## config.mk

```make
export PLATFORM = sky130hd
export DESIGN_NAME = fetch_sequencer
export DESIGN_NICKNAME = d
export VERILOG_FILES = /design/src/rtl/fetch_sequencer.sv
export SDC_FILE = /design/constraint.sdc
export NUM_CORES = 1
export LEC_CHECK = 0
export ABC_CLOCK_PERIOD_IN_PS = 11350
export CORE_AREA = 4 4 138 140
export DETAILED_ROUTE_END_ITERATION = 6
export DIE_AREA = 0 0 142 144
export PLACE_DENSITY = 0.67
export SLEW_MARGIN = 5
export SYNTH_ARGS = -nofsm -noshare
export SYNTH_HDL_FRONTEND = slang
export SYNTH_SLANG_ARGS = --single-unit
```

## constraint.sdc

```tcl
create_clock -name clk -period 11.35 [get_ports clk]
set_input_delay 2.8375 -clock clk [delete_from_list [all_inputs] [get_ports clk]]
set_output_delay 2.8375 -clock clk [all_outputs]
set_load 0.01 [all_outputs]
```

## src/rtl/fetch_sequencer.sv

```systemverilog
// Instruction fetch sequencer: owns the fetch PC, issues synchronous ROM reads
// and buffers returned words in a small queue feeding decode.
module fetch_sequencer #(
  parameter logic [31:0] RESET_PC = 32'h0000_3000,
  parameter int          IM_AW    = 10,
  parameter int          FQ_DEPTH = 2,
  localparam int         PW       = $clog2(FQ_DEPTH),
  localparam int         CW       = PW + 1
) (
  input  logic             clk,
  input  logic             reset,
  input  logic             redir_valid,
  input  logic [31:0]      redir_pc,
  input  logic             halt,
  output logic             imem_req,
  output logic [IM_AW-1:0] imem_addr,
  input  logic [31:0]      imem_rdata,
  output logic             if_valid,
  output logic [31:0]      if_instr,
  output logic [31:0]      if_pc,
  input  logic             if_ready,
  output logic             pc_align_err,
  output logic [CW-1:0]    fq_count
);

  typedef enum logic [1:0] {RUN, HOLD, FLUSH} state_t;

  state_t        state_q, state_d;
  logic [31:0]   pc_q;
  logic          inflight_q;
  logic [31:0]   tag_q;
  logic [PW-1:0] head_q, tail_q;
  logic [CW-1:0] count_q;
  logic          align_err_q;
  logic [31:0]   instr_mem [FQ_DEPTH];
  logic [31:0]   pc_mem    [FQ_DEPTH];

  logic          fire, wr, issue_ok;
  logic [CW:0]   occ, lim;

  always_comb begin
    state_d = state_q;
    if (redir_valid) state_d = FLUSH;
    else begin
      case (state_q)
        RUN, HOLD, FLUSH: state_d = halt ? HOLD : RUN;
        default:          state_d = RUN;
      endcase
    end
  end

  assign fire     = if_valid & if_ready;
  // A return landing during a redirect belongs to the old stream: drop it.
  assign wr       = inflight_q & ~redir_valid;
  assign issue_ok = (state_q == RUN) || (state_q == FLUSH);
  // Occupancy seen by the next issue: queued + returning - leaving this cycle.
  assign occ      = {1'b0, count_q} + (CW+1)'(inflight_q);
  assign lim      = (CW+1)'(FQ_DEPTH) + (CW+1)'(fire);
  assign imem_req = ~reset & issue_ok & ~redir_valid & (occ < lim);

  always_ff @(posedge clk) begin
    if (reset) begin
      state_q     <= RUN;
      pc_q        <= RESET_PC;
      inflight_q  <= 1'b0;
      tag_q       <= '0;
      head_q      <= '0;
      tail_q      <= '0;
      count_q     <= '0;
      align_err_q <= 1'b0;
    end else begin
      state_q     <= state_d;
      align_err_q <= redir_valid & (|redir_pc[1:0]);
      if (redir_valid) begin
        pc_q       <= redir_pc & ~32'h3;
        inflight_q <= 1'b0;
        head_q     <= '0;
        tail_q     <= '0;
        count_q    <= '0;
      end else begin
        inflight_q <= imem_req;
        if (imem_req) begin
          pc_q  <= pc_q + 32'd4;
          tag_q <= pc_q;
        end
        if (wr)   tail_q <= tail_q + PW'(1);
        if (fire) head_q <= head_q + PW'(1);
        count_q <= count_q + CW'(wr) - CW'(fire);
      end
    end
  end

  always_ff @(posedge clk) begin
    if (!reset && wr) begin
      instr_mem[tail_q] <= imem_rdata;
      pc_mem[tail_q]    <= tag_q;
    end
  end

  assign imem_addr    = pc_q[IM_AW+1:2];
  assign if_valid     = (count_q != '0);
  assign if_instr     = if_valid ? instr_mem[head_q] : 32'h0;
  assign if_pc        = if_valid ? pc_mem[head_q] : 32'h0;
  assign pc_align_err = align_err_q;
  assign fq_count     = count_q;

endmodule

```

Word level (Yosys, flattened, before mapping)
Memories as Yosys holds them, arrays and structs flattened. A register that Yosys moved wholly into a read port is not among the register bits.
Index checks and enable logic that the tools add are counted.

storage, ports and cells
  flip-flop bits (word level) = 72
  latch bits = 0
  bits in writable memories = 128
  memory bits (read-only) = 0
  output and inout port bits = 79
  logic and storage cells = 55
  memories = 2

memories
  name       depth  width  read ports  clocked after memory_dff  write ports  RTL line  text
  instr_mem  2      32     1           1                         1            35        logic [31:0] instr_mem [FQ_DEPTH];
  pc_mem     2      32     1           1                         1            36        logic [31:0] pc_mem [FQ_DEPTH];

operators by class
  $add $sub $neg = 7
  multipliers = 0
  div/mod/pow operators = 0
  order comparisons = 1
  equality and inequality tests = 2
  shifts and indexed selects = 0
  mux-type cells = 13
  bitwise gates (word level) = 9
  reductions and logical operators = 11

operator list
  kind                                           count
  2-to-1 mux 32 bit                              4
  adder 32 x 3 -> 32 bit, second input constant  1
  2-to-1 mux 1 bit                               8
  AND 1 bit                                      6
  OR reduction 3 bit                             2
  nonzero test 2 bit                             2
  OR reduction 2 bit                             2
  adder 2 x 1 -> 3 bit                           1
  adder 2 x 1 -> 3 bit, first input constant     1
  < comparator 3 bit                             1
  NOT 1 bit                                      3
  adder 1 bit, second input constant             2
  adder 2 x 1 -> 2 bit                           1
  == test 2 x 1 -> 1 bit, second input constant  1
  == test 2 bit, second input constant           1
  zero test 2 bit                                1
  2-to-1 mux 2 bit                               1
  AND reduction 2 bit                            1
  subtractor 2 x 1 -> 2 bit                      1
  logical AND 1 bit                              1
  zero test 1 bit                                1
  logical OR 1 bit                               1

Logic depth before layout (Yosys ltp)
Gate-level depths: netlist of run 1.

  word-level depth = 7
  depth in mapped cells = 9
  gate-level depth less buffers = 8

Worst setup path before layout of run 1
Ideal clock, no wire load.

  path type = input port to output port
  start = input port redir_valid
  end = output port imem_req
  arrival = 3.804 ns
  setup slack = 4.709 ns
  stages = 6
  buffers on the path = 2
  cells stage by stage = or2_1 > buf_2 > nor3_2 > nand2_1 > clkinv_1 > buf_2

between the ends
  word-level cells in the longest chain between the ends = 3

RTL lines
  element                     RTL line  text
  start, declared             12        input logic redir_valid,
  NOT 1 bit (no source line)  -
  AND 1 bit (2 in a row)      59        assign imem_req = ~reset & issue_ok & ~redir_valid & (occ < lim);
  end, declared               15        output logic imem_req,

No other way between the ends.

Final worst setup path of run 1
  start = input port reset
  end = output port imem_req

between the ends
  word-level cells in the longest chain between the ends = 4

RTL lines
  element                 RTL line  text
  start, declared         11        input logic reset,
  NOT 1 bit               59
  AND 1 bit (3 in a row)  59

No other way between the ends.

==> impl_results.html, run 1 <==
<table>
<tr><th>Metric</th><th>Value</th></tr>
<tr><th colspan="2">GRT</th></tr>
<tr><td>Largest net degree at the start of global routing</td><td>64</td></tr>
<tr><td>Global-route usage over all layers</td><td>17.4%</td></tr>
<tr><td>Number of global-route vias before repair</td><td>roughly 5400</td></tr>
<tr><td>Number of antenna violations at the first check in global routing</td><td>0</td></tr>
<tr><td>Global-route congestion overflow total</td><td>0</td></tr>
<tr><td>First-pass GRT wire length</td><td>between 20 and 30 mm</td></tr>
<tr><th colspan="2">Timing</th></tr>
<tr><td>Post-route clock period utilization</td><td>67.2%</td></tr>
<tr><td>Pins over their slew limit</td><td>0</td></tr>
<tr><td>Worst Slack Setup Final</td><td>roughly 3.7 ns</td></tr>
<tr><td>Worst Tran Pin Value</td><td>1.09 ns</td></tr>
<tr><td>Final TNS setup</td><td>0 ns</td></tr>
<tr><td>Worst slew slack as a fraction of its limit</td><td>a little over a quarter</td></tr>
<tr><td>Final count of negative-setup-slack endpoints</td><td>0</td></tr>
<tr><td>Max frequency</td><td>131 MHz</td></tr>
<tr><td>Final min period</td><td>around 7.6 ns</td></tr>
<tr><td>Final count of hold timing violations</td><td>0</td></tr>
<tr><td>Worst Clk Skew</td><td>slightly below 0.007 ns</td></tr>
<tr><td>Unrepaired setup endpoints after global routing</td><td>false</td></tr>
<tr><th colspan="2">Cells and area</th></tr>
<tr><td>FF+latch area</td><td>between 5000 and 6000 um^2</td></tr>
<tr><td>Area occupied by multi-input gates</td><td>roughly 2500 um^2</td></tr>
<tr><td>Post-layout net count</td><td>869</td></tr>
<tr><td>Number of fill cells</td><td>~1500</td></tr>
<tr><td>Core utilization of the finished layout</td><td>56.3%</td></tr>
<tr><td>Number of antenna cells inserted</td><td>0</td></tr>
<tr><td>Area added between synthesis and finish</td><td>26.2%</td></tr>
<tr><td>Proportion of layout cells with a drive suffix above 1</td><td>6.44%</td></tr>
<tr><td>Post-route design area</td><td>around 10000 um^2</td></tr>
<tr><th colspan="2">Floorplan</th></tr>
<tr><td>Number of primary I/O pins</td><td>approximately 150</td></tr>
<tr><td>Core area</td><td>17800 um^2</td></tr>
<tr><td>Die Height</td><td>144 um</td></tr>
<tr><td>Number of rows in the core area</td><td>49</td></tr>
<tr><td>Die ar.</td><td>between 20000 and 25000 um^2</td></tr>
<tr><td>Effective utilization at floorplan</td><td>44.6%</td></tr>
<tr><td>Die width</td><td>142 um</td></tr>
<tr><th colspan="2">Critical path</th></tr>
<tr><td>Worst reg2reg endpoint</td><td>pc_q[27]$_SDFFE_PP0P_</td></tr>
<tr><td>Arrival time at the worst endpoint</td><td>4.79 ns</td></tr>
<tr><td>Startpoint-to-endpoint class of the critical path</td><td>input pin to output port</td></tr>
<tr><td>Number of cell instances on the worst register-to-register path</td><td>6</td></tr>
<tr><td>Crit path required time</td><td>~8.5 ns</td></tr>
<tr><td>Reg2Reg Launch Point</td><td>fq_count[0]$_SDFF_PP0_</td></tr>
<tr><td>Minimum setup slack among reg-to-reg paths</td><td>~8.5 ns</td></tr>
<tr><td>Maximum fanout count along the critical path</td><td>57</td></tr>
<tr><td>Critical Path Start Type</td><td>input pin</td></tr>
<tr><td>Endpoint type of the worst setup path</td><td>output port</td></tr>
<tr><th colspan="2">Worst hold path</th></tr>
<tr><td>End point of the worst hold path</td><td>pc_mem[0][31]$_DFFE_PP_</td></tr>
<tr><td>Worst hold stages</td><td>0</td></tr>
<tr><td>Worst hold path startpoint</td><td>tag_q[31]$_SDFFE_PP0P_</td></tr>
<tr><td>Min-Delay Path Class</td><td>register to register</td></tr>
<tr><th colspan="2">CTS</th></tr>
<tr><td># H-tree levels</td><td>4</td></tr>
<tr><td>Maximum clock path buffer count</td><td>2</td></tr>
<tr><td>Postcts setup bufs</td><td>0</td></tr>
<tr><td>Post-CTS sizing</td><td>0</td></tr>
<tr><td>Clock Pin Slew Worst Setup and Hold Paths</td><td>0.07 ns</td></tr>
<tr><td>Number of CTS-inserted buffers</td><td>17</td></tr>
<tr><td>Clock root buffer master</td><td>clkbuf_16</td></tr>
<tr><td>CTS tree</td><td>yes</td></tr>
<tr><td>Total of hold buffers inserted after clock tree synthesis</td><td>0</td></tr>
<tr><td>Clk sinks</td><td>slightly below 200</td></tr>
<tr><td>Worst skew pair latency</td><td>around 0.42 ns</td></tr>
<tr><th colspan="2">Place</th></tr>
<tr><td>Routability Congestion</td><td>between 0.8 and 0.9</td></tr>
<tr><td>Half-perimeter wire length of the detailed placement result</td><td>around 12 mm</td></tr>
<tr><td>Number of I/O port buffers</td><td>about 150</td></tr>
<tr><td>Placed cell areas</td><td>9500 um^2</td></tr>
<tr><td>Dpl ws</td><td>roughly 3.7 ns</td></tr>
<tr><th colspan="2">Drt</th></tr>
<tr><td>DRC violations left</td><td>0</td></tr>
<tr><td>Post-detailed-route count of antenna-violating nets</td><td>0</td></tr>
<tr><td>Wire length reported by the detailed router</td><td>approximately 18 mm</td></tr>
<tr><td>DRT Pass-1 Iters</td><td>5</td></tr>
<tr><td>Via Count</td><td>5470</td></tr>
<tr><td>DRT iter0 DRCs</td><td>369</td></tr>
<tr><td>Average wire length per cell after detail routing</td><td>about 17 um</td></tr>
<tr><td>Detailed-route vias per instance</td><td>5.27</td></tr>
<tr><th colspan="2">Pwr</th></tr>
<tr><td>Leakage power of the design</td><td>around 3.3 nW</td></tr>
<tr><td>Power density cells</td><td>between 100 and 150 nW/um^2</td></tr>
<tr><td>Total Power Consumption</td><td>0.00142 W</td></tr>
<tr><td>Peak supply drop</td><td>approximately 0.11 mV</td></tr>
<tr><th colspan="2">Logic synthesis</th></tr>
<tr><td>Yosys warning count</td><td>0</td></tr>
<tr><td>Register bit total from synthesis</td><td>~190</td></tr>
<tr><td>Number of instances in the synthesized netlist</td><td>~670</td></tr>
<tr><td>Fraction of registers with async set or reset after synthesis</td><td>0%</td></tr>
<tr><td>Seq/Total Area, Yosys</td><td>64.2%</td></tr>
<tr><td>Cell area after technology mapping</td><td>7950 um^2</td></tr>
<tr><td>Yosys cell types</td><td>just over 60</td></tr>
<tr><td>Average size of a mapped cell</td><td>about 12 um^2</td></tr>
<tr><td>Post-synth top flop</td><td>edfxtp_1</td></tr>
<tr><td>EDFF count, synth</td><td>approximately 120</td></tr>
<tr><th colspan="2">Run</th></tr>
<tr><td>MaxCap Viol Count</td><td>0</td></tr>
<tr><th colspan="2">Outcome</th></tr>
<tr><td>Outcome</td><td>complete, no violations</td></tr>
</table>
final cells by class:
class	instances	share of cell area [%]
repair buffers	151	14.9
inverters	17	0.636
flip-flops and latches	193	50.9
well taps	229	2.85
clock buffers	19	4.31
multi-input cells	415	25.4
clock inverters	13	1.11
per-layer routing:
layer  GRT usage [%]  share of wire [%]  vias up
li1                -                  -     2649
met4            5.61                1.2        0
met3            4.07                6.6       23
met1            23.2                 45     2609
met5               0                  0        -
met2            28.4                 47      189
registers in the layout, indices dropped and copies added (netlist names), named ones only:
signal	cells
instr_mem	64
state_q	2
inflight_q	1
tag_q	30
fq_count	2
head_q	1
pc_q	30
tail_q	1
pc_align_err	1
pc_mem	60
worst max-delay path by stage:
stage | slack (ns) | depth (start not counted) | end | startpoint
3_3_place_gp | 3.74 | 6 | imem_req | reset
3_5_place_dp | 3.70 | 6 | imem_req | reset
5_1_grt | 3.53 | 6 | imem_req | reset
6_report | 3.73 | 6 | imem_req | reset
4_1_cts | 3.70 | 6 | imem_req | reset
2_1_floorplan | 4.71 | 6 | imem_req | redir_valid
synth_stat cells, types with 3 or more instances:
library cell	instances	area share, %
xor2_1	10	1.1
edfxtp_1	124	47
dfxtp_1	69	17
xnor2_1	4	0.44
buf_4	12	1.1
mux2i_1	62	7.8
clkbuf_1	22	1.0
nor2_1	86	4.1
o211ai_1	5	0.47
a31oi_1	4	0.31
o311ai_0	11	1.2
ha_1	5	0.79
buf_1	3	0.14
nor3_1	5	0.31
nand2_1	92	4.3
or4_1	8	0.76
a21oi_1	41	2.6
a211oi_1	4	0.38
o21a_1	4	0.38
inv_1	15	0.71
buf_2	6	0.38
nand4_1	10	0.79
nor4_1	5	0.39
nand3_1	18	1.1
cells by family after synthesis:
group / synth area share [%]
compound gates: 7.36
xor+xnor: 1.54
fa+ha+maj: 0.787
buf+inv: 4.06
flops: 64.2
mux: 7.80
other cells: 0.0471
simple gates: 14.2
layout by cell type, fill, tap and decap left out, types with 2 or more instances in the layout:
cell type	instances
xor2_1	10
nor2_4	2
nand3_1	18
a311oi_1	2
clkbuf_1	2
o21a_1	4
a211oi_1	4
clkinv_2	2
nor4_1	5
nand2_1	92
a31oi_1	4
dfxtp_1	68
or3_1	2
or4_1	8
clkinv_4	3
a21oi_1	41
o211ai_1	5
conb_1	2
o311ai_0	11
edfxtp_1	124
nor2_1	84
ha_1	5
inv_1	15
inv_6	3
nor3_2	2
mux2i_1	62
clkdlybuf4s50_1	144
xnor2_1	4
nand4_1	10
clkbuf_16	17
clkinv_1	5
buf_4	6
o31ai_1	2
o21ai_0	2
nor3_1	5
metrics by stage:
| stage | hold WS (ns) | cells |
|---|---|---|
| 2_1_floorplan | 0.425 | 673 |
| 3_3_place_gp | 0.429 | 1005 |
| 3_5_place_dp | 0.442 | 1005 |
| 4_1_cts | 0.458 | 1037 |
| 5_1_grt | 0.472 | 1037 |
| 6_report | 0.457 | 1037 |
worst max-delay path, cell delays in order:
cell	delay (ns)
buf_2	0.77
or2_1	0.39
nor3_2	0.09
nand2_1	0.10
clkinv_1	0.10
clkdlybuf4s50_1	0.49
where the power goes:
| group | leakage [nW] | switching (W) | internal [W] |
|---|---|---|---|
| Combinational | 1.25 | 0.0000447 | 0.0000470 |
| Sequential | 1.77 | 0.0000173 | 0.000759 |
| Clock | 0.265 | 0.000247 | 0.000302 |
| Total | 3.29 | 0.000309 | 0.00111 |
(Power assumes the default switching activity.)
==> run 2: changes to the inputs <==
--- a/config.mk
+++ b/config.mk
@@ -5,11 +5,11 @@
 export SDC_FILE = /design/constraint.sdc
 export NUM_CORES = 1
 export LEC_CHECK = 0
-export ABC_CLOCK_PERIOD_IN_PS = 11350
+export ABC_CLOCK_PERIOD_IN_PS = 6900
 export CORE_AREA = 4 4 138 140
 export DETAILED_ROUTE_END_ITERATION = 6
 export DIE_AREA = 0 0 142 144
-export PLACE_DENSITY = 0.67
+export PLACE_DENSITY = 0.7
 export SLEW_MARGIN = 5
 export SYNTH_ARGS = -nofsm -noshare
 export SYNTH_HDL_FRONTEND = slang
==> constraint.sdc (replaced) <==
create_clock -name clk -period 6.9 [get_ports clk]
set_input_delay 1.725 -clock clk [delete_from_list [all_inputs] [get_ports clk]]
set_output_delay 1.725 -clock clk [all_outputs]
set_load 0.01 [all_outputs]
==> run 2 against run 1 <==
Global-route usage is 0.51 points lower; die area unchanged; hold slack worse by 0.0059 ns; wire length is 4.6% lower; clock power grew 86%; clock skew is essentially flat; power rose by 73%; largest power group unchanged.
==> impl_results.html, run 2 (same netlist as run 1, synthesis figures left out) <==
<table>
<tr><th>Metric</th><th>Value</th></tr>
<tr><th colspan="2">Outcome</th></tr>
<tr><td>Outcome</td><td>complete, no violations</td></tr>
<tr><th colspan="2">Cells and area</th></tr>
<tr><td>Post-layout net count</td><td>869 (unchanged)</td></tr>
<tr><td>Proportion of layout cells with a drive suffix above 1</td><td>6.93% (+0.50 points)</td></tr>
<tr><td>Area added between synthesis and finish</td><td>27.3%</td></tr>
<tr><td>Top library cells by usage in the layout, fill and taps aside</td><td>clkdlybuf4s50_1 (144), edfxtp_1 (124), nand2_1 (92)</td></tr>
<tr><td>Register containing the most flip-flops in the final layout</td><td>instr_mem</td></tr>
<tr><td>Max reg flops</td><td>64 (unchanged)</td></tr>
<tr><td>Number of antenna cells inserted</td><td>0 (unchanged)</td></tr>
<tr><td>Registers with the most flip-flops</td><td>instr_mem: 64 flops, pc_mem: 60 flops</td></tr>
<tr><td>Most common library cell in the layout ignoring fill and taps</td><td>clkdlybuf4s50_1</td></tr>
<tr><th colspan="2">Critical path</th></tr>
<tr><td>Crit path required time</td><td>5.18 ns (-3.33 ns)</td></tr>
<tr><td>Startpoint-to-endpoint class of the critical path</td><td>input pin to output port</td></tr>
<tr><td>Critical Path Start Type</td><td>input pin</td></tr>
<tr><td>Number of cell instances on the worst register-to-register path</td><td>6 (unchanged)</td></tr>
<tr><td>Crit-path most repeated cell</td><td>clkdlybuf4s50_1</td></tr>
<tr><td>Category of cells accounting for the largest share of critical-path delay</td><td>buffers and inverters</td></tr>
<tr><td>Worst-path cell chain</td><td>clkdlybuf4s50_1, buf_4, or2_1, nor3_2, nand2_1, clkinv_1, clkdlybuf4s50_1</td></tr>
<tr><td>Total number of cells along the worst setup path</td><td>7 (+1)</td></tr>
<tr><td>Endpoint type of the worst setup path</td><td>output port</td></tr>
<tr><td>Critical path buffers and inverters</td><td>4 (+1)</td></tr>
<tr><td>Maximum fanout count along the critical path</td><td>24 (-58%)</td></tr>
<tr><td>Delay of the slowest cell on the worst path</td><td>0.53 ns (-0.24 ns)</td></tr>
<tr><td>Arrival time at the worst endpoint</td><td>3.63 ns (-1.16 ns)</td></tr>
<tr><td>Critical Path Slowest Stage Cell</td><td>clkdlybuf4s50_1</td></tr>
<tr><th colspan="2">Timing</th></tr>
<tr><td>Unrepaired setup endpoints after global routing</td><td>false</td></tr>
<tr><td>Post-route clock period utilization</td><td>about 78%</td></tr>
<tr><td>Worst Clk Skew</td><td>0.00700 ns (+0.000254 ns)</td></tr>
<tr><td>Worst slew slack as a fraction of its limit</td><td>27.9% (+0.82 points)</td></tr>
<tr><td>Worst Tran Pin Value</td><td>1.08 ns (-0.0124 ns)</td></tr>
<tr><td>Max frequency</td><td>between 150 and 200 MHz</td></tr>
<tr><td>Final min period</td><td>~5.4 ns</td></tr>
<tr><td>Final TNS setup</td><td>0 ns (unchanged)</td></tr>
<tr><td>Pins over their slew limit</td><td>0 (unchanged)</td></tr>
<tr><td>Final count of hold timing violations</td><td>0 (unchanged)</td></tr>
<tr><td>Final count of negative-setup-slack endpoints</td><td>0 (unchanged)</td></tr>
<tr><th colspan="2">Place</th></tr>
<tr><td>Half-perimeter wire length of the detailed placement result</td><td>11.3 mm (-4.8%)</td></tr>
<tr><td>Routability Congestion</td><td>0.881 (+8.8%)</td></tr>
<tr><td>Number of I/O port buffers</td><td>145 (unchanged)</td></tr>
<tr><th colspan="2">Floorplan</th></tr>
<tr><td>Die ar.</td><td>20400 um^2 (unchanged)</td></tr>
<tr><td>Core area</td><td>17800 um^2 (unchanged)</td></tr>
<tr><td>Die Height</td><td>144 um (unchanged)</td></tr>
<tr><td>Effective utilization at floorplan</td><td>44.6% (unchanged)</td></tr>
<tr><td>Number of primary I/O pins</td><td>148 (unchanged)</td></tr>
<tr><td>Number of rows in the core area</td><td>49 (unchanged)</td></tr>
<tr><td>Die width</td><td>142 um (unchanged)</td></tr>
<tr><th colspan="2">Pwr</th></tr>
<tr><td>Fraction of power spent switching nets</td><td>20.6% (-1.2 points)</td></tr>
<tr><td>Power density cells</td><td>242 nW/um^2 (+71%)</td></tr>
<tr><td>Peak supply drop</td><td>0.173 mV (+59%)</td></tr>
<tr><td>Combinational share of power</td><td>6.1% (-0.4 points)</td></tr>
<tr><td>Clock group share of total power</td><td>41.7% (+3.0 points)</td></tr>
<tr><td>Net switching power</td><td>0.000505 W (+64%)</td></tr>
<tr><td>Leakage power of the design</td><td>3.33 nW (+1.3%)</td></tr>
<tr><td>P_int</td><td>0.00194 W (+75%)</td></tr>
<tr><td>Register share of total power</td><td>52.2% (-2.6 points)</td></tr>
<tr><td>Total Power Consumption</td><td>0.00245 W (+73%)</td></tr>
<tr><th colspan="2">Worst hold path</th></tr>
<tr><td>Worst hold stages</td><td>0 (unchanged)</td></tr>
<tr><td>Min-Delay Path Class</td><td>register to register</td></tr>
<tr><th colspan="2">GRT</th></tr>
<tr><td>Number of global-route vias before repair</td><td>5385 (-1.1%)</td></tr>
<tr><td>Global-route usage over all layers</td><td>16.9% (-0.51 points)</td></tr>
<tr><td>Number of antenna violations at the first check in global routing</td><td>0 (unchanged)</td></tr>
<tr><td>First-pass GRT wire length</td><td>27.4 mm (-2.8%)</td></tr>
<tr><td>Global-route congestion overflow total</td><td>0 (unchanged)</td></tr>
<tr><td>Largest net degree at the start of global routing</td><td>64 (unchanged)</td></tr>
<tr><th colspan="2">CTS</th></tr>
<tr><td>Post-CTS sizing</td><td>0 (unchanged)</td></tr>
<tr><td>Clock root buffer master</td><td>clkbuf_16</td></tr>
<tr><td>Maximum clock path buffer count</td><td>2 (unchanged)</td></tr>
<tr><td>Number of CTS-inserted buffers</td><td>17 (unchanged)</td></tr>
<tr><td>CTS tree</td><td>yes</td></tr>
<tr><td># H-tree levels</td><td>4 (unchanged)</td></tr>
<tr><td>Clock Pin Slew Worst Setup and Hold Paths</td><td>0.06 ns (about the same)</td></tr>
<tr><td>Clk sinks</td><td>193 (unchanged)</td></tr>
<tr><td>Worst skew pair latency</td><td>0.42 ns (about the same)</td></tr>
<tr><td>Total of hold buffers inserted after clock tree synthesis</td><td>0 (unchanged)</td></tr>
<tr><td>Postcts setup bufs</td><td>0 (unchanged)</td></tr>
<tr><th colspan="2">Drt</th></tr>
<tr><td>Detailed-route vias per instance</td><td>5.22 (-1.1%)</td></tr>
<tr><td>Wire length reported by the detailed router</td><td>16.8 mm (-4.6%)</td></tr>
<tr><td>Post-detailed-route count of antenna-violating nets</td><td>0 (unchanged)</td></tr>
<tr><td>DRT iter0 DRCs</td><td>345 (-6.5%)</td></tr>
<tr><td>DRT Pass-1 Iters</td><td>7 (+2)</td></tr>
<tr><td>Via Count</td><td>5410 (-1.1%)</td></tr>
<tr><td>Average wire length per cell after detail routing</td><td>16.2 um (-4.6%)</td></tr>
<tr><td>DRC violations left</td><td>0 (unchanged)</td></tr>
<tr><th colspan="2">Run</th></tr>
<tr><td>MaxCap Viol Count</td><td>0 (unchanged)</td></tr>
</table>
## run 2: cell types whose count changed in the layout (fill, tap and decap cells not counted), sizes merged
cell,previous run,this run
bufinv,1,4
clkinv,10,8
inv,18,17
## run 2: layer usage
metal	global-route usage, %	vias to the layer above	wire (um)
li1	-	2662	-
met1	22.5	2521	7470
met2	27.0	200	7940
met3	4.73	27	1150
met4	5.51	0	252
met5	0	-	0
## run 2: cell type report
| type | instances | area, um^2 |
|---|---|---|
| fillers | 1469 | 7720 |
| clock buffers | 19 | 443 |
| flip-flops and latches | 193 | 5110 |
| multi-input cells | 415 | 2550 |
| inverters | 17 | 63.8 |
| well taps | 229 | 287 |
| clock inverters | 13 | 183 |
| repair buffers | 151 | 1490 |
## run 2: stage by stage
stage	hold WS [ns]	instance area, um^2	util [%]	std cells	setup WS (ns)
2_1_floorplan	0.425	7960	-	673	1.48
3_3_place_gp	0.435	9500	53.2	1005	1.54
4_1_cts	0.452	10100	56.7	1037	1.53
5_1_grt	0.468	10100	56.7	1037	1.38
6_report	0.451	10100	56.7	1037	1.54
3_5_place_dp	0.439	9500	53.2	1005	1.53
## run 2: power by group through the flow
stage | Sequential, W | Combinational (W) | Clock, W
after floorplan | 0.00129 | 0.0000790 | 0
after global placement | 0.00130 | 0.000148 | 0
after detailed placement | 0.00130 | 0.000150 | 0
after CTS | 0.00128 | 0.000151 | 0.00104
after global routing | 0.00128 | 0.000166 | 0.00109
final | 0.00128 | 0.000150 | 0.00102
## run 2: final timing paths
| check | slack, ns | to | start |
|---|---|---|---|
| max | 1.54 | imem_req | redir_valid |
| min | 0.45 | pc_mem[1][22]$_DFFE_PP_ | tag_q[22]$_SDFFE_PP0P_ |
| max reg2reg | 4.03 | pc_q[25]$_SDFFE_PP0P_ | fq_count[0]$_SDFF_PP0_ |
| min reg2reg | 0.45 | pc_mem[1][22]$_DFFE_PP_ | tag_q[22]$_SDFFE_PP0P_ |
==> run 3: changes to the inputs <==
--- a/config.mk
+++ b/config.mk
@@ -5,11 +5,11 @@
 export SDC_FILE = /design/constraint.sdc
 export NUM_CORES = 1
 export LEC_CHECK = 0
-export ABC_CLOCK_PERIOD_IN_PS = 6900
+export ABC_CLOCK_PERIOD_IN_PS = 5100
 export CORE_AREA = 4 4 138 140
 export DETAILED_ROUTE_END_ITERATION = 6
 export DIE_AREA = 0 0 142 144
-export PLACE_DENSITY = 0.7
+export PLACE_DENSITY = 0.67
 export SLEW_MARGIN = 5
 export SYNTH_ARGS = -nofsm -noshare
 export SYNTH_HDL_FRONTEND = slang
==> constraint.sdc (replaced) <==
create_clock -name clk -period 5.1 [get_ports clk]
set_input_delay 1.275 -clock clk [delete_from_list [all_inputs] [get_ports clk]]
set_output_delay 1.275 -clock clk [all_outputs]
set_load 0.01 [all_outputs]
==> run 3 against run 2 <==
Sequential power is 35% higher; utilization is 0.056 points lower; wire length is 2.7% higher; largest cell class unchanged.
==> impl_results.html, run 3 (same netlist as run 1, synthesis figures left out) <==
<table>
<tr><th>Metric</th><th>Value</th></tr>
<tr><th colspan="2">Outcome</th></tr>
<tr><td>Outcome</td><td>complete, no violations</td></tr>
<tr><th colspan="2">Pwr</th></tr>
<tr><td>Power density cells</td><td>322 nW/um^2 (+33%)</td></tr>
<tr><td>Total Power Consumption</td><td>0.00326 W (+33%)</td></tr>
<tr><td>Leakage power of the design</td><td>3.33 nW (about the same)</td></tr>
<tr><td>Peak supply drop</td><td>0.242 mV (+40%)</td></tr>
<tr><th colspan="2">Timing</th></tr>
<tr><td>Final min period</td><td>4.32 ns</td></tr>
<tr><td>Worst Tran Pin Value</td><td>1.09 ns (+0.00522 ns)</td></tr>
<tr><td>Final count of hold timing violations</td><td>0 (unchanged)</td></tr>
<tr><td>Worst slew slack as a fraction of its limit</td><td>27.6% (-0.35 points)</td></tr>
<tr><td>Final TNS setup</td><td>0 ns (unchanged)</td></tr>
<tr><td>Post-route clock period utilization</td><td>a little over four fifths</td></tr>
<tr><td>Pins over their slew limit</td><td>0 (unchanged)</td></tr>
<tr><td>Worst Slack Setup Final</td><td>0.784 ns (-0.759 ns)</td></tr>
<tr><td>Worst Clk Skew</td><td>0.0117 ns (+0.00474 ns)</td></tr>
<tr><td>Worst Hold Slack</td><td>0.452 ns (+0.00129 ns)</td></tr>
<tr><td>Unrepaired setup endpoints after global routing</td><td>false</td></tr>
<tr><td>Max frequency</td><td>232 MHz</td></tr>
<tr><td>Final count of negative-setup-slack endpoints</td><td>0 (unchanged)</td></tr>
<tr><th colspan="2">CTS</th></tr>
<tr><td>Number of CTS-inserted buffers</td><td>17 (unchanged)</td></tr>
<tr><td># H-tree levels</td><td>4 (unchanged)</td></tr>
<tr><td>CTS tree</td><td>yes</td></tr>
<tr><td>Worst skew pair latency</td><td>0.42 ns (about the same)</td></tr>
<tr><td>Clock Pin Slew Worst Setup and Hold Paths</td><td>0.07 ns (about the same)</td></tr>
<tr><td>Total of hold buffers inserted after clock tree synthesis</td><td>0 (unchanged)</td></tr>
<tr><td>Maximum clock path buffer count</td><td>2 (unchanged)</td></tr>
<tr><td>Clk sinks</td><td>193 (unchanged)</td></tr>
<tr><td>Post-CTS sizing</td><td>0 (unchanged)</td></tr>
<tr><td>Postcts setup bufs</td><td>0 (unchanged)</td></tr>
<tr><td>Clock root buffer master</td><td>clkbuf_16</td></tr>
<tr><th colspan="2">Floorplan</th></tr>
<tr><td>Number of rows in the core area</td><td>49 (unchanged)</td></tr>
<tr><td>Number of primary I/O pins</td><td>148 (unchanged)</td></tr>
<tr><td>Effective utilization at floorplan</td><td>44.6% (unchanged)</td></tr>
<tr><td>Die ar.</td><td>20400 um^2 (unchanged)</td></tr>
<tr><td>Core area</td><td>17800 um^2 (unchanged)</td></tr>
<tr><td>Die Height</td><td>144 um (unchanged)</td></tr>
<tr><td>Die width</td><td>142 um (unchanged)</td></tr>
<tr><th colspan="2">Critical path</th></tr>
<tr><td>Startpoint-to-endpoint class of the critical path</td><td>input pin to output port</td></tr>
<tr><td>Crit path required time</td><td>3.83 ns (-1.35 ns)</td></tr>
<tr><td>Critical Path Start Type</td><td>input pin</td></tr>
<tr><td>Endpoint type of the worst setup path</td><td>output port</td></tr>
<tr><td>Maximum fanout count along the critical path</td><td>14 (-42%)</td></tr>
<tr><td>Arrival time at the worst endpoint</td><td>3.04 ns (-0.59 ns)</td></tr>
<tr><td>Number of cell instances on the worst register-to-register path</td><td>6 (unchanged)</td></tr>
<tr><th colspan="2">Place</th></tr>
<tr><td>Number of cells after detailed placement</td><td>1008 (+0.30%)</td></tr>
<tr><td>Dpl ws</td><td>0.768 ns (-0.763 ns)</td></tr>
<tr><td>Half-perimeter wire length of the detailed placement result</td><td>11.7 mm (+3.2%)</td></tr>
<tr><td>Routability Congestion</td><td>0.912 (+3.6%)</td></tr>
<tr><td>Number of I/O port buffers</td><td>145 (unchanged)</td></tr>
<tr><th colspan="2">GRT</th></tr>
<tr><td>First-pass GRT wire length</td><td>27.5 mm (+0.68%)</td></tr>
<tr><td>Number of global-route vias before repair</td><td>5340 (-0.84%)</td></tr>
<tr><td>Global-route congestion overflow total</td><td>0 (unchanged)</td></tr>
<tr><td>Largest net degree at the start of global routing</td><td>63 (-1.6%)</td></tr>
<tr><td>Number of antenna violations at the first check in global routing</td><td>0 (unchanged)</td></tr>
<tr><td>Global-route usage over all layers</td><td>17.1% (+0.23 points)</td></tr>
<tr><th colspan="2">Run</th></tr>
<tr><td>MaxCap Viol Count</td><td>0 (unchanged)</td></tr>
<tr><th colspan="2">Drt</th></tr>
<tr><td>Wire length reported by the detailed router</td><td>17.3 mm (+2.7%)</td></tr>
<tr><td>DRT Pass-1 Iters</td><td>6 (-1)</td></tr>
<tr><td>Detailed-route vias per instance</td><td>5.21 (about the same)</td></tr>
<tr><td>Max Used Layer</td><td>met4</td></tr>
<tr><td>Met2 layer wire length in the routed design</td><td>8.12 mm (+2.2%)</td></tr>
<tr><td>Via Count</td><td>5421 (+0.20%)</td></tr>
<tr><td>Average wire length per cell after detail routing</td><td>16.6 um (+2.4%)</td></tr>
<tr><td>DRC violations left</td><td>0 (unchanged)</td></tr>
<tr><td>Routed metal-1 wirelength</td><td>7.95 mm (+6.5%)</td></tr>
<tr><td>Post-detailed-route count of antenna-violating nets</td><td>0 (unchanged)</td></tr>
<tr><td>Met3 routed wirelength</td><td>990 um (-14%)</td></tr>
<tr><td>DRT iter0 DRCs</td><td>336 (-2.6%)</td></tr>
<tr><th colspan="2">Cells and area</th></tr>
<tr><td>FF+latch area</td><td>5110 um^2 (unchanged)</td></tr>
<tr><td>Max reg flops</td><td>64 (unchanged)</td></tr>
<tr><td>Top library cells by usage in the layout, fill and taps aside</td><td>clkdlybuf4s50_1 (144), edfxtp_1 (124), nand2_1 (92)</td></tr>
<tr><td>Register containing the most flip-flops in the final layout</td><td>instr_mem</td></tr>
<tr><td>Proportion of layout cells with a drive suffix above 1</td><td>7.15% (+0.22 points)</td></tr>
<tr><td>Post-layout net count</td><td>872 (+0.35%)</td></tr>
<tr><td>Number of standard cells in the final layout excluding fillers</td><td>1040 (+0.29%)</td></tr>
<tr><td>Area occupied by multi-input gates</td><td>2550 um^2 (unchanged)</td></tr>
<tr><td>Number of antenna cells inserted</td><td>0 (unchanged)</td></tr>
<tr><td>Area added between synthesis and finish</td><td>27.1% (about the same)</td></tr>
<tr><td>Number of fill cells</td><td>1499 (+2.0%)</td></tr>
<tr><td>Registers with the most flip-flops</td><td>instr_mem: 64 flops, pc_mem: 60 flops</td></tr>
<tr><td>Most common library cell in the layout ignoring fill and taps</td><td>clkdlybuf4s50_1</td></tr>
<tr><th colspan="2">Worst hold path</th></tr>
<tr><td>Worst hold stages</td><td>0 (unchanged)</td></tr>
<tr><td>Min-Delay Path Class</td><td>register to register</td></tr>
</table>
==> run 3: cell count changes in the layout (fill, tap and decap cells not counted) <==
cell,change
clkinv_2,-1
inv_4,+2
buf_4,+3
clkbuf_8,-1
clkbuf_1,+1
bufinv_16,-1
==> run 3: final timing paths <==
check	from	to	slack [ns]
worst max register to register	fq_count[0]$_SDFF_PP0_	pc_q[25]$_SDFFE_PP0P_	2.26
worst min register to register	tag_q[2]$_SDFFE_PP0P_	pc_mem[1][2]$_DFFE_PP_	0.45
worst max-delay path	if_ready	imem_req	0.78
worst min-delay path	tag_q[2]$_SDFFE_PP0P_	pc_mem[1][2]$_DFFE_PP_	0.45
==> run 3: routing by layer <==
| layer | vias up | GRT usage (%) |
|---|---|---|
| met4 | 0 | 5.35 |
| met3 | 18 | 3.97 |
| met1 | 2528 | 23.0 |
| met5 | - | 0 |
| met2 | 209 | 27.9 |
| li1 | 2666 | - |
==> run 3: power breakdown <==
part / switching (W) / internal, W
Clock: 0.000550 / 0.000773
Combinational: 0.0000996 / 0.000106
Sequential: 0.0000375 / 0.00169
Total: 0.000687 / 0.00257
==> run 3: cell type report <==
class | instances | share of cell area, %
Clock buffer | 19 | 4.28
Multi-Input combinational cell | 415 | 25.2
Tap cell | 229 | 2.83
Clock inverter | 13 | 1.58
Timing Repair Buffer | 154 | 15.0
Sequential cell | 193 | 50.5
Inverter | 17 | 0.631
==> run 3: stage by stage <==
step	utilization (%)	area [um^2]
after floorplan	-	7960
after global placement	53.4	9520
after detailed placement	53.4	9520
after CTS	56.7	10100
after global routing	56.7	10100
final	56.7	10100
==> run 3: worst max-delay path, cell delays in order <==
cell	delay [ns]
clkdlybuf4s50_1	0.50
o21ai_2	0.12
o21ai_4	0.35
nand2_1	0.16
clkinv_1	0.09
clkdlybuf4s50_1	0.54
